<file path="src/rtl/mem_port_arbiter.sv">
// mem_port_arbiter: shares one 32-bit memory port between instruction fetch
// (IF) and load/store (LS) requesters. It grants one access at a time and
// waits a fixed memory latency. It then returns read data to the winner as a
// one-cycle registered rvalid pulse.
//
// Build option:
//   ARB_RR_EN  - when defined, contention is resolved round-robin: the
//                requester not granted last wins. A "last granted" register
//                resets to LS, so the first contest after reset goes to IF.
//                When undefined, LS always beats IF.
module mem_port_arbiter #(
    parameter int MEM_LAT = 1
) (
    input  logic        clk,
    input  logic        rst,
    input  logic        if_req,
    input  logic [31:0] if_addr,
    output logic        if_gnt,
    output logic        if_rvalid,
    output logic [31:0] if_rdata,
    input  logic        ls_req,
    input  logic        ls_we,
    input  logic [31:0] ls_addr,
    input  logic [31:0] ls_wdata,
    output logic        ls_gnt,
    output logic        ls_rvalid,
    output logic [31:0] ls_rdata,
    output logic        mem_en,
    output logic        mem_we,
    output logic [31:0] mem_addr,
    output logic [31:0] mem_wdata,
    input  logic [31:0] mem_rdata,
    output logic        addr_sel,
    output logic        busy
);

    typedef enum logic {
        IDLE,
        WAIT
    } state_t;

    localparam logic [2:0] LAT_LOAD = 3'(MEM_LAT);

    state_t     state;
    logic [2:0] cnt;
    logic       owner;
    logic       is_store;
    logic       grant_any;
    logic       ls_wins;

`ifdef ARB_RR_EN
    logic       last_ls;
`endif

    // Decide whether a grant issues this cycle and which requester wins it
    always_comb begin
        grant_any = (state == IDLE) && !rst && (if_req || ls_req);
`ifdef ARB_RR_EN
        ls_wins   = ls_req && (!if_req || !last_ls);
`else
        ls_wins   = ls_req;
`endif
    end

    assign if_gnt    = grant_any && !ls_wins;
    assign ls_gnt    = grant_any && ls_wins;
    assign mem_en    = grant_any;
    assign mem_we    = ls_gnt && ls_we;
    assign addr_sel  = grant_any ? ls_wins : owner;
    assign mem_addr  = addr_sel ? ls_addr : if_addr;
    assign mem_wdata = addr_sel ? ls_wdata : 32'h0;
    assign busy      = (state == WAIT);

    // Access sequencer: latch the winner, count down latency, return data
    always_ff @(posedge clk) begin
        if (rst) begin
            state     <= IDLE;
            cnt       <= 3'd0;
            owner     <= 1'b0;
            is_store  <= 1'b0;
            if_rvalid <= 1'b0;
            ls_rvalid <= 1'b0;
            if_rdata  <= 32'h0;
            ls_rdata  <= 32'h0;
`ifdef ARB_RR_EN
            last_ls   <= 1'b1;
`endif
        end else begin
            if_rvalid <= 1'b0;
            ls_rvalid <= 1'b0;
            case (state)
                IDLE: begin
                    if (grant_any) begin
                        state    <= WAIT;
                        cnt      <= LAT_LOAD;
                        owner    <= ls_wins;
                        is_store <= ls_wins && ls_we;
`ifdef ARB_RR_EN
                        last_ls  <= ls_wins;
`endif
                    end
                end
                WAIT: begin
                    cnt <= cnt - 3'd1;
                    if (cnt == 3'd1) begin
                        state <= IDLE;
                        if (owner) begin
                            ls_rvalid <= 1'b1;
                            if (!is_store) begin
                                ls_rdata <= mem_rdata;
                            end
                        end else begin
                            if_rvalid <= 1'b1;
                            if_rdata  <= mem_rdata;
                        end
                    end
                end
                default: begin
                    state <= IDLE;
                end
            endcase
        end
    end

endmodule
</file>
<file path="config.mk">
export PLATFORM = sky130hd
export DESIGN_NAME = mem_port_arbiter
export DESIGN_NICKNAME = d
export VERILOG_FILES = /design/src/rtl/mem_port_arbiter.sv
export SDC_FILE = /design/constraint.sdc
export NUM_CORES = 1
export LEC_CHECK = 0
export CAP_MARGIN = 20
export CELL_PAD_IN_SITES_DETAIL_PLACEMENT = 0
export CELL_PAD_IN_SITES_GLOBAL_PLACEMENT = 1
export CORE_MARGIN = 5
export CORE_UTILIZATION = 24
export CTS_CLUSTER_SIZE = 40
export DETAILED_ROUTE_END_ITERATION = 10
export PLACE_DENSITY_LB_ADDON = 0.25
export SYNTH_ARGS = -nofsm -noshare
export SYNTH_HDL_FRONTEND = slang
export SYNTH_SLANG_ARGS = --single-unit
</file>
<file path="constraint.sdc">
create_clock -name clk -period 3.2 [get_ports clk]
set_input_delay 0.32 -clock clk [delete_from_list [all_inputs] [get_ports clk]]
set_output_delay 0.32 -clock clk [all_outputs]
set_load 0.005 [all_outputs]
</file>
==> reports/results.tsv <==
stage	metric	value	unit
status	status	completed	
routing	initial drt markers	80	
grt	gr ovfl total	0	
yosys	Simple-Gate Fraction of Synth Area	23.48	%
floorplanning	I/O pin cnt	269	
pwr	leak pwr	2.419	nW
critical_path	Critical Path RT	2880	ps
critical_path	CP arrival	2640	ps
sta	Finish-stage setup viols	0	
yosys	async set-reset flop share out of synthesis	0	%
grt	initial antenna violation count	0	
yosys	Synth Instances	394	
yosys	Post-synth EDFFs	0	
layout	Layout area overhead	94.38	%
clock_tree	CTS Hold Buffers Added	0	
floorplanning	Chip Width	129.1	um
yosys	Mapped Area	3405	um^2
pwr	Max IR drop VDD	264.2	uV
grt	largest net degree at the start of global routing	68	
grt	All-Layer GR Usage	18.10	%
sta	unrepaired setup endpoints after global routing	false	
grt	GRT busiest layer	met2	
layout	Fill cells	1368	
layout	Reg area	1441	um^2
routing	Vias/cell	4.378	
critical_path	startpoint types	input port	
layout	Antenna Cells	0	
pwr	overall power	2.906	mW
routing	residual DRC count	0	
yosys	mux cell area share after synthesis	21.87	%
layout	commonest non-fill, non-tap cell in the layout	clkdlybuf4s50_1	
sta	setup TNS	0	ps
clock_tree	CTS clock-pin slew for the worst setup and hold paths	50	ps
floorplanning	num rows	43	
yosys	cell type with the largest total area after synthesis	dfxtp_1	
place	hpwl dp	12760	um
sta	final period utilization	92.64	%
layout	nets	785	
place	Placed Instances	818	
sta	Final Hold Viols	0	
yosys	post-synth cell types	31	
sta	Period minus WS final	2964	ps
clock_tree	htree depth	3	
routing	Post-Route WL	15880	um
critical_path	largest fanout on the critical path	65	
sta	max-slew violations	0	
clock_tree	Post-CTS Setup Repair Bufs	0	
min_path	Hold Path Class	reg -> reg	
clock_tree	Resized cells post-CTS	0	
routing	drt pass-1 iters	4	
critical_path	CP Capture Type	output pin	
sta	clk_skew	6.374	ps
grt	met1 Usage GRT	18.73	%
yosys	Yosys top cell area share	42.34	%
layout	most frequent cells in the layout	clkdlybuf4s50_1 (268), nand2_1 (130), dfxtp_1 (72)	
yosys	largest cells by area after synthesis	dfxtp_1 (42%), nand2_1 (14%), mux2i_1 (9.4%), mux2_4 (7.5%), nor2b_1 (6.1%)	
pwr	pwr dens	439.2	nW/um^2
place	DP Area	6250	um^2
place	GPL Wtd Cong	0.9728	
clock_tree	Num CTS Buffers	9	
layout	fin area	6618	um^2
critical_path	critical path class	in -> out	
layout	layout cells sized above 1	9.174	%
floorplanning	Die Y	129.1	um
yosys	synthesized area per cell	8.641	um^2
yosys	Synth Flop Type	dfxtp_1	
yosys	largest family of logic cells by synthesized area	simple AND/OR/NAND/NOR gates	
routing	routed length per instance	19.04	um
yosys	Post-Synth XOR/XNOR Area	0.2573	%
yosys	Compound-Gate Fraction of Synth Area	6.211	%
yosys	Adder-Cell Fraction of Synth Area	0.7350	%
yosys	Synth Register Bits	72	
layout	multi-input logic area	1813	um^2
yosys	Seq/Total Area, Yosys	42.34	%
floorplanning	core box area	13880	um^2
sta	fmax	337.3	MHz
clock_tree	CTS Buffer Depth	2	
clock_tree	CTS sink cnt	72	
grt	first-pass GRT wire length	22850	um
floorplanning	Die ar.	16670	um^2
layout	final core occ	47.67	%
clock_tree	CTS root buf	clkbuf_16	
floorplanning	initial core utilization	24.53	%
grt	M3 GR Usage	7.502	%
grt	vias in the first global route	3718	
layout	Non-Filler Instances	834	
yosys	Synth warnings	0	
flow_run	max_cap viols	0	
routing	remaining antenna violation count	0	
routing	DR vias	3651	
clock_tree	clk_lat worst skew	320	ps
sta	Slew @ Worst Pin	823.9	ps
yosys	syn_nets	529	
clock_tree	CTS tree	built	
sta	Rel. slew slack	44.76	%
grt	M2 GR Usage	31.49	%
place	I/O Buffers	268	
-- layer usage --
layer | up-vias | part of all wire [%]
met5 | - | 0
met4 | 0 | 4.5
met3 | 27 | 10
met2 | 169 | 50
met1 | 1663 | 36
li1 | 1792 | -
-- sequential cells by signal, summed over array words and instances, names as in the netlist --
register,count
if_rvalid,1
ls_rdata,32
if_rdata,32
owner,1
busy,1
cnt,3
ls_rvalid,1
is_store,1
-- critical path, stage by stage --
cell             delay (ps)
clkdlybuf4s50_1         500
or3b_1                  400
a21oi_4                 190
buf_12                  310
mux2_4                  340
clkdlybuf4s50_1         530
-- cell usage after synthesis (all sizes together), types with 2 or more instances --
master  number
mux2i       32
o21ai        2
a21oi       36
nor2         3
nor2b       33
clkbuf      18
ha           2
nand2b       2
mux2        32
dfxtp       72
inv          6
nand2      130
buf         13
-- logic make-up after synthesis --
| kind of cell | Yosys count |
|---|---|
| adders and majority gates | 2 |
| DFF | 72 |
| and+or+nand+nor | 178 |
| xor gates and xnor gates | 1 |
| muxes | 64 |
| buffers and inverters | 37 |
| AOI/OAI and AO/OA | 40 |
-- metrics by stage --
step | hold slack [ps] | setup WS [ps]
floorplan | 451.1 | 1367
global placement | 441.6 | 323.2
detailed placement | 448.7 | 282.3
CTS | 455.4 | 273.9
global route | 472.1 | 215.2
finish | 452.9 | 235.6
-- final cells by class --
class / count / share of cell area (%)
clock buffers: 13 / 4.235
clock inverters: 2 / 0.9075
inverters: 6 / 0.3403
multi-input cells: 285 / 27.40
flip-flops and latches: 72 / 21.78
well taps: 180 / 3.403
repair buffers: 276 / 41.94
-- power breakdown --
part           total, mW  switching [mW]  internal [mW]
clock network       1.12           0.357          0.763
logic              0.818           0.306          0.512
registers          0.968          0.0279          0.940
total               2.91           0.691           2.22
-- final timing paths --
kind	startpoint	to	slack, ps	depth (start not counted)
worst max-delay path	if_req	mem_addr[24]	240	6
worst min-delay path	if_rdata[26]	if_rdata[26]	450	2
worst min register to register	if_rdata[26]	if_rdata[26]	450	2
worst max register to register	cnt[0]	ls_rdata[11]	1120	5
No activity file was read; power rests on OpenSTA's default activity.
